===== src/rtl/sys_defs_pkg.sv =====
// Shared processor/memory bus encodings and the tag-table entry layout.
package sys_defs;

   localparam int unsigned TAG_W        = 4;
   localparam int unsigned NUM_TAGS     = 1 << TAG_W;
   localparam int unsigned LB_IDX_MAX_W = 8;
   localparam int unsigned ADDR_W       = 32;
   localparam int unsigned DATA_W       = 64;

   typedef enum logic [1:0] {
      BUS_NONE  = 2'h0,
      BUS_LOAD  = 2'h1,
      BUS_STORE = 2'h2
   } bus_command_e;

   typedef enum logic {
      OWN_LOAD  = 1'b0,
      OWN_FETCH = 1'b1
   } mem_owner_e;

   // lb_idx is sized for the widest load buffer; narrower users zero-extend
   typedef struct packed {
      logic                    valid;
      mem_owner_e              owner;
      logic [LB_IDX_MAX_W-1:0] lb_idx;
   } mem_tag_entry_t;

endpackage


===== src/rtl/mem_port_arbiter_tag_table.sv =====
// Per-memory-tag ownership record for in-flight loads and fetches.
module mem_tag_table
   import sys_defs::*;
(
   input  logic                 clock,
   input  logic                 reset,
   input  logic                 alloc_en,
   input  logic [TAG_W-1:0]     alloc_tag,
   input  mem_tag_entry_t       alloc_entry,
   input  logic                 clr_en,
   input  logic [TAG_W-1:0]     clr_tag,
   input  logic [TAG_W-1:0]     rd_tag,
   output mem_tag_entry_t       rd_entry
);

   mem_tag_entry_t tags_q [NUM_TAGS];
   mem_tag_entry_t tags_d [NUM_TAGS];

   // Clear first so a same-tag reallocation leaves the new owner valid
   always_comb begin
      tags_d = tags_q;
      if (clr_en) begin
         tags_d[clr_tag].valid = 1'b0;
      end
      if (alloc_en) begin
         tags_d[alloc_tag] = alloc_entry;
      end
   end

   always_ff @(posedge clock) begin
      if (reset) begin
         for (int i = 0; i < int'(NUM_TAGS); i++) begin
            tags_q[i] <= '0;
         end
      end else begin
         tags_q <= tags_d;
      end
   end

   assign rd_entry = tags_q[rd_tag];

endmodule


===== src/rtl/mem_port_arbiter.sv =====
// Per-cycle arbitration of the memory port between store commit, load issue
// and fetch, with tag tracking and data return routing.
module mem_port_arbiter
   import sys_defs::*;
#(
   parameter int unsigned MAX_OUTSTANDING = 8,
   parameter int unsigned STARVE_LIMIT    = 8,
   parameter int unsigned LB_IDX_W        = 3
) (
   input  logic                clock,
   input  logic                reset,
   input  logic                st_req,
   input  logic [ADDR_W-1:0]   st_addr,
   input  logic [DATA_W-1:0]   st_data,
   output logic                st_grant,
   input  logic                ld_req,
   input  logic [ADDR_W-1:0]   ld_addr,
   input  logic [LB_IDX_W-1:0] ld_idx,
   output logic                ld_grant,
   output logic                ld_resp_valid,
   output logic [LB_IDX_W-1:0] ld_resp_idx,
   output logic [DATA_W-1:0]   ld_resp_data,
   input  logic                if_req,
   input  logic [ADDR_W-1:0]   if_addr,
   output logic                if_grant,
   output logic                if_resp_valid,
   output logic [DATA_W-1:0]   if_resp_data,
   output logic [1:0]          proc2mem_command,
   output logic [ADDR_W-1:0]   proc2mem_addr,
   output logic [DATA_W-1:0]   proc2mem_data,
   input  logic [TAG_W-1:0]    mem2proc_response,
   input  logic [DATA_W-1:0]   mem2proc_data,
   input  logic [TAG_W-1:0]    mem2proc_tag,
   output logic                outstanding_full,
   output logic                err_unknown_tag
);

   localparam int unsigned CNT_W    = $clog2(MAX_OUTSTANDING + 1);
   localparam int unsigned STARVE_W = $clog2(STARVE_LIMIT + 1);

   typedef enum logic [1:0] {
      WIN_NONE,
      WIN_STORE,
      WIN_LOAD,
      WIN_FETCH
   } winner_e;

   logic [CNT_W-1:0]    count_q, count_d;
   logic [STARVE_W-1:0] starve_q, starve_d;
   logic                err_q, err_d;

   winner_e        winner;
   logic           accepted, promote, ld_elig, if_elig;
   logic           alloc_en, ret_hit, ret_miss;
   mem_tag_entry_t alloc_entry, rd_entry;

   assign outstanding_full = (count_q == CNT_W'(MAX_OUTSTANDING));
   assign promote          = (starve_q == STARVE_W'(STARVE_LIMIT));
   assign accepted         = (mem2proc_response != '0);
   assign ld_elig          = ld_req && !outstanding_full;
   assign if_elig          = if_req && !outstanding_full;

   // Store always first; starvation swaps the load/fetch order
   always_comb begin
      winner = WIN_NONE;
      if (st_req) begin
         winner = WIN_STORE;
      end else if (promote && if_elig) begin
         winner = WIN_FETCH;
      end else if (ld_elig) begin
         winner = WIN_LOAD;
      end else if (if_elig) begin
         winner = WIN_FETCH;
      end
   end

   always_comb begin
      proc2mem_command = BUS_NONE;
      proc2mem_addr    = '0;
      proc2mem_data    = '0;
      st_grant         = 1'b0;
      ld_grant         = 1'b0;
      if_grant         = 1'b0;
      case (winner)
         WIN_STORE: begin
            proc2mem_command = BUS_STORE;
            proc2mem_addr    = st_addr;
            proc2mem_data    = st_data;
            st_grant         = accepted;
         end
         WIN_LOAD: begin
            proc2mem_command = BUS_LOAD;
            proc2mem_addr    = ld_addr;
            ld_grant         = accepted;
         end
         WIN_FETCH: begin
            proc2mem_command = BUS_LOAD;
            proc2mem_addr    = if_addr;
            if_grant         = accepted;
         end
         default: ;
      endcase
   end

   assign alloc_en           = ld_grant || if_grant;
   assign alloc_entry.valid  = 1'b1;
   assign alloc_entry.owner  = if_grant ? OWN_FETCH : OWN_LOAD;
   assign alloc_entry.lb_idx = ld_grant ? LB_IDX_MAX_W'(ld_idx) : '0;

   mem_tag_table u_tag_table (
      .clock       (clock),
      .reset       (reset),
      .alloc_en    (alloc_en),
      .alloc_tag   (mem2proc_response),
      .alloc_entry (alloc_entry),
      .clr_en      (ret_hit),
      .clr_tag     (mem2proc_tag),
      .rd_tag      (mem2proc_tag),
      .rd_entry    (rd_entry)
   );

   assign ret_hit  = (mem2proc_tag != '0) && rd_entry.valid;
   assign ret_miss = (mem2proc_tag != '0) && !rd_entry.valid;

   assign ld_resp_valid = ret_hit && (rd_entry.owner == OWN_LOAD);
   assign ld_resp_idx   = LB_IDX_W'(rd_entry.lb_idx);
   assign ld_resp_data  = mem2proc_data;
   assign if_resp_valid = ret_hit && (rd_entry.owner == OWN_FETCH);
   assign if_resp_data  = mem2proc_data;
   assign err_unknown_tag = err_q;

   always_comb begin
      count_d  = count_q;
      starve_d = starve_q;
      err_d    = err_q || ret_miss;
      if (alloc_en && !ret_hit) begin
         count_d = count_q + CNT_W'(1);
      end else if (!alloc_en && ret_hit) begin
         count_d = count_q - CNT_W'(1);
      end
      if (!if_req || if_grant) begin
         starve_d = '0;
      end else if (!promote) begin
         starve_d = starve_q + STARVE_W'(1);
      end
   end

   always_ff @(posedge clock) begin
      if (reset) begin
         count_q  <= '0;
         starve_q <= '0;
         err_q    <= 1'b0;
      end else begin
         count_q  <= count_d;
         starve_q <= starve_d;
         err_q    <= err_d;
      end
   end

endmodule


===== config.mk =====
export PLATFORM = sky130hd
export DESIGN_NAME = mem_port_arbiter
export DESIGN_NICKNAME = d
export VERILOG_FILES = /design/src/rtl/sys_defs_pkg.sv /design/src/rtl/mem_port_arbiter_tag_table.sv /design/src/rtl/mem_port_arbiter.sv
export SDC_FILE = /design/constraint.sdc
export NUM_CORES = 1
export LEC_CHECK = 0
export CORE_AREA = 5 5 182 184
export DETAILED_ROUTE_END_ITERATION = 6
export DIE_AREA = 0 0 187 189
export PLACE_DENSITY = 0.61
export SETUP_SLACK_MARGIN = 0.3
export SLEW_MARGIN = 40
export SYNTH_ARGS = -nofsm -noshare
export SYNTH_HDL_FRONTEND = slang
export SYNTH_SLANG_ARGS = --single-unit

===== constraint.sdc =====
create_clock -name clock -period 2.8 [get_ports clock]
set_input_delay 0.28 -clock clock [delete_from_list [all_inputs] [get_ports clock]]
set_output_delay 0.28 -clock clock [all_outputs]
set_load 0.005 [all_outputs]

==> impl_metrics.ini <==
[status]
outcome = completed

[finish]
regArea_mm2 = 0.00179
n_fill_cell = 3256
n_antenna_cell = 0
drive_gt1_share_pct = 23.8
instances_no_fill = 1361
area_growth_pct = 54.5
fin_nets = 1200
multi_input_area_mm2 = 0.00353

[sta]
finalCritPeriodShare_pct = 96.2
worst_slew_pin_slew_ns = 0.582
rsz0062_at_grt = yes
max_freq_mhz = 371
slew_violations = 0
timing.final.crit_period_ns = 2.69
finalSetupViolations = 0
slew_headroom_pct = 60.7
skew_ns = 0.00716
hold_viol_final = 0

[critical_path]
ff2ff_path_depth = 10
r2r-start = u_tag_table.tags_q[19]$_SDFF_PP0_
critical_path_class = reg2out
r2r_setup_slack_ns = 0.11
crit_top_cell = buf_6
r2r-end = count_q[3]$_SDFFE_PP0P_
crit_path_end_kind = output port
crit_family = simple AND/OR/NAND/NOR gates
crit_chain = or4b_4 > inv_6 > a2111oi_4 > buf_4 > buf_6 > buf_6 > a22oi_2 > nand2_1 > buf_6
required_ns = 2.52
crit_path_max_incr_delay_ns = 0.58
critical_path_buf_inv_count = 5
critPathSlowestCell = or4b_4
crit_path_start = count_q[1]$_SDFFE_PP0P_
crit_fanout = 4
crit_arrival_ns = 2.41
worstSetupStartpointType = flip-flop

[global_route]
grt.total_usage_pct = 15.8
grt_pass1_vias = 6179
grt_first_pass_wirelength_um = 42400
grt_max_degree = 96
antenna_found_initial = 2
globalRouteOverflowTotal = 0

[yosys]
ys_async_sr_fraction_pct = 0
synth_cell_type_count = 45
ys_seq_elements = 89
synthesis.area_mm2 = 0.00629
synth-edff-count = 0
syn_avg_cell_area_um2 = 8.29
netlist_instances = 759
synth_seq_area_share_pct = 28.3
yosysWarnings = 0
synth_ff_type = dfxtp_1
syn_nets = 1005

[drt]
ant_nets = 0
drc = 0
wl_per_cell_um = 21.7
drt-initial-drc-count = 391
via_count = 6137
route.final.wire_length_um = 29500
drtPass1Iterations = 4
viasPerCell = 4.51

[die]
die_x_um = 187
die_h_um = 189
core-area_mm2 = 0.0312
io_pins = 476
initial_core_util_pct = 20.1
dieArea_mm2 = 0.0353
num_rows = 65

[clocking]
clockBufferDepth = 2
root_buffer = clkbuf_16
clk_pin_slew_ns = 0.06
cts_buffers = 9
cts.sinks = 89
hold_buffers = 0
h-tree-depth = 3
cts_tree = built
clkLatencyLatePin_ns = 0.35

[hold_path]
min_to = u_tag_table.tags_q[152]$_SDFFE_PP0P_
whs_path_depth = 2
hp-start = reset
hp-class = in2reg

[place]
place_congestion = 0.818
port_buffers = 283
dp_hpwl_um = 22800
post-place-cells = 1293

[power]
power_mw = 3.80
p_leak_nw = 3.68
powerDensity_mw_per_mm2 = 390
irDropWorstVdd_mv = 0.289

[job]
maxCapViolations = 0
-- power by group --
group / leakage (nW) / internal [mW] / switching, mW
logic: 2.81 / 0.702 / 0.529
clock network: 0.149 / 0.741 / 0.511
registers: 0.722 / 1.29 / 0.0190
total: 3.68 / 2.74 / 1.06
-- final cells by class --
cell class / count / share of cell area, %
clock buffer: 12 / 2.64
clock inverter: 4 / 0.528
inverter: 8 / 0.360
multi-input combinational: 476 / 36.3
sequential: 89 / 18.4
tap: 402 / 5.17
timing repair buffer: 370 / 36.5
-- metrics by stage --
stage | TNS, ns | hold WS, ns | worst slack [ns] | util (%) | cell area (um2)
after global placement | -2.10 | 0.450 | -0.518 | 28.0 | 8750
after CTS | 0 | 0.341 | 0.0525 | 30.2 | 9440
after global routing | -0.000693 | 0.405 | -0.000693 | 31.1 | 9720
after floorplan | 0 | 0.433 | 0.0652 | - | 6360
after detailed placement | -2.60 | 0.459 | -0.574 | 28.0 | 8750
final | 0 | 0.352 | 0.107 | 31.1 | 9720
-- layout by cell type (no fill, tap or decap), types with 6 or more instances in the layout --
cell and instances:
a21oi_1 15, buf_4 60, and4_1 11, nor2b_1 11, nand2_1 73, and2_1 69, buf_12 6, nor2_1 37
a32oi_1 8, and3_1 6, buf_6 18, mux4_2 23, nand2b_1 64, nand4_1 9, clkdlybuf4s50_1 240, nand3_1 10
dfxtp_1 82, a22oi_2 33, dfxtp_2 6, o22ai_1 45, buf_2 29, o21ai_0 11, clkbuf_16 10
-- synthesized netlist by cell type (all sizes together) (2+ instances only) --
cell type,count,share of area (%)
ha,5,0.99
a21oi,16,1.3
a22oi,38,4.5
dfxtp,89,28
nor3,2,0.16
and3,6,0.60
or2,2,0.20
mux4,23,8.2
mux2,4,0.72
nor2b,11,1.1
nor2,37,2.2
inv,8,0.48
o21ai,11,0.88
and4b,4,0.64
and4,11,1.5
nand2b,64,6.4
a32oi,8,1.1
nand3b,2,0.24
nand2,73,4.4
a2111oi,2,0.60
nand4,9,0.89
o21ba,2,0.32
mux2i,3,0.48
buf,140,16
o22ai,45,4.5
and2,70,7.0
a311oi,4,0.56
xor2,2,0.28
xnor2,2,0.28
clkbuf,46,2.7
nand3,10,0.80
-- flip-flops by register name (all words and copies together) (netlist names) --
register and count:
count_q 4, u_tag_table.tags_q 80, starve_q 4, err_unknown_tag 1
-- cell families (layout without fill, tap and decap cells) --
kind of cell | Yosys count | in the layout | synth area share (%)
mux | 30 | 30 | 9.43
fa+ha+maj | 6 | 6 | 1.31
simple gates | 305 | 305 | 26.6
buf+inv | 194 | 394 | 19.4
xor+xnor | 4 | 4 | 0.557
flops | 89 | 89 | 28.3
compound gates | 131 | 131 | 14.4
-- how the worst max path moves through the flow --
stage,end,slack (ns),cells past startpoint
finish,proc2mem_addr[7],0.11,9
detailed placement,count_q[3]$_SDFFE_PP0P_,-0.57,12
floorplan,count_q[3]$_SDFFE_PP0P_,0.07,11
global route,count_q[3]$_SDFFE_PP0P_,-0.0007,10
CTS,proc2mem_addr[7],0.05,9
global placement,count_q[3]$_SDFFE_PP0P_,-0.52,12
-- per-layer routing --
| layer | track usage [%] | wire [um] | vias to the layer above |
|---|---|---|---|
| li1 | - | - | 2898 |
| met1 | 20.5 | 12700 | 2883 |
| met2 | 25.8 | 13800 | 282 |
| met3 | 4.44 | 2130 | 72 |
| met4 | 4.89 | 831 | 2 |
| met5 | 0 | 13 | - |
-- what timing repair did --
| item | CTS | global route |
|---|---|---|
| gates resized for setup | 200 | 42 |
| endpoints found under the setup margin | 43 | 40 |
| cloned | 4 | 1 |
| pin swaps | 57 | 30 |
| setup buffers | 25 | 22 |
Note: power is estimated with default switching activity, not from simulation.
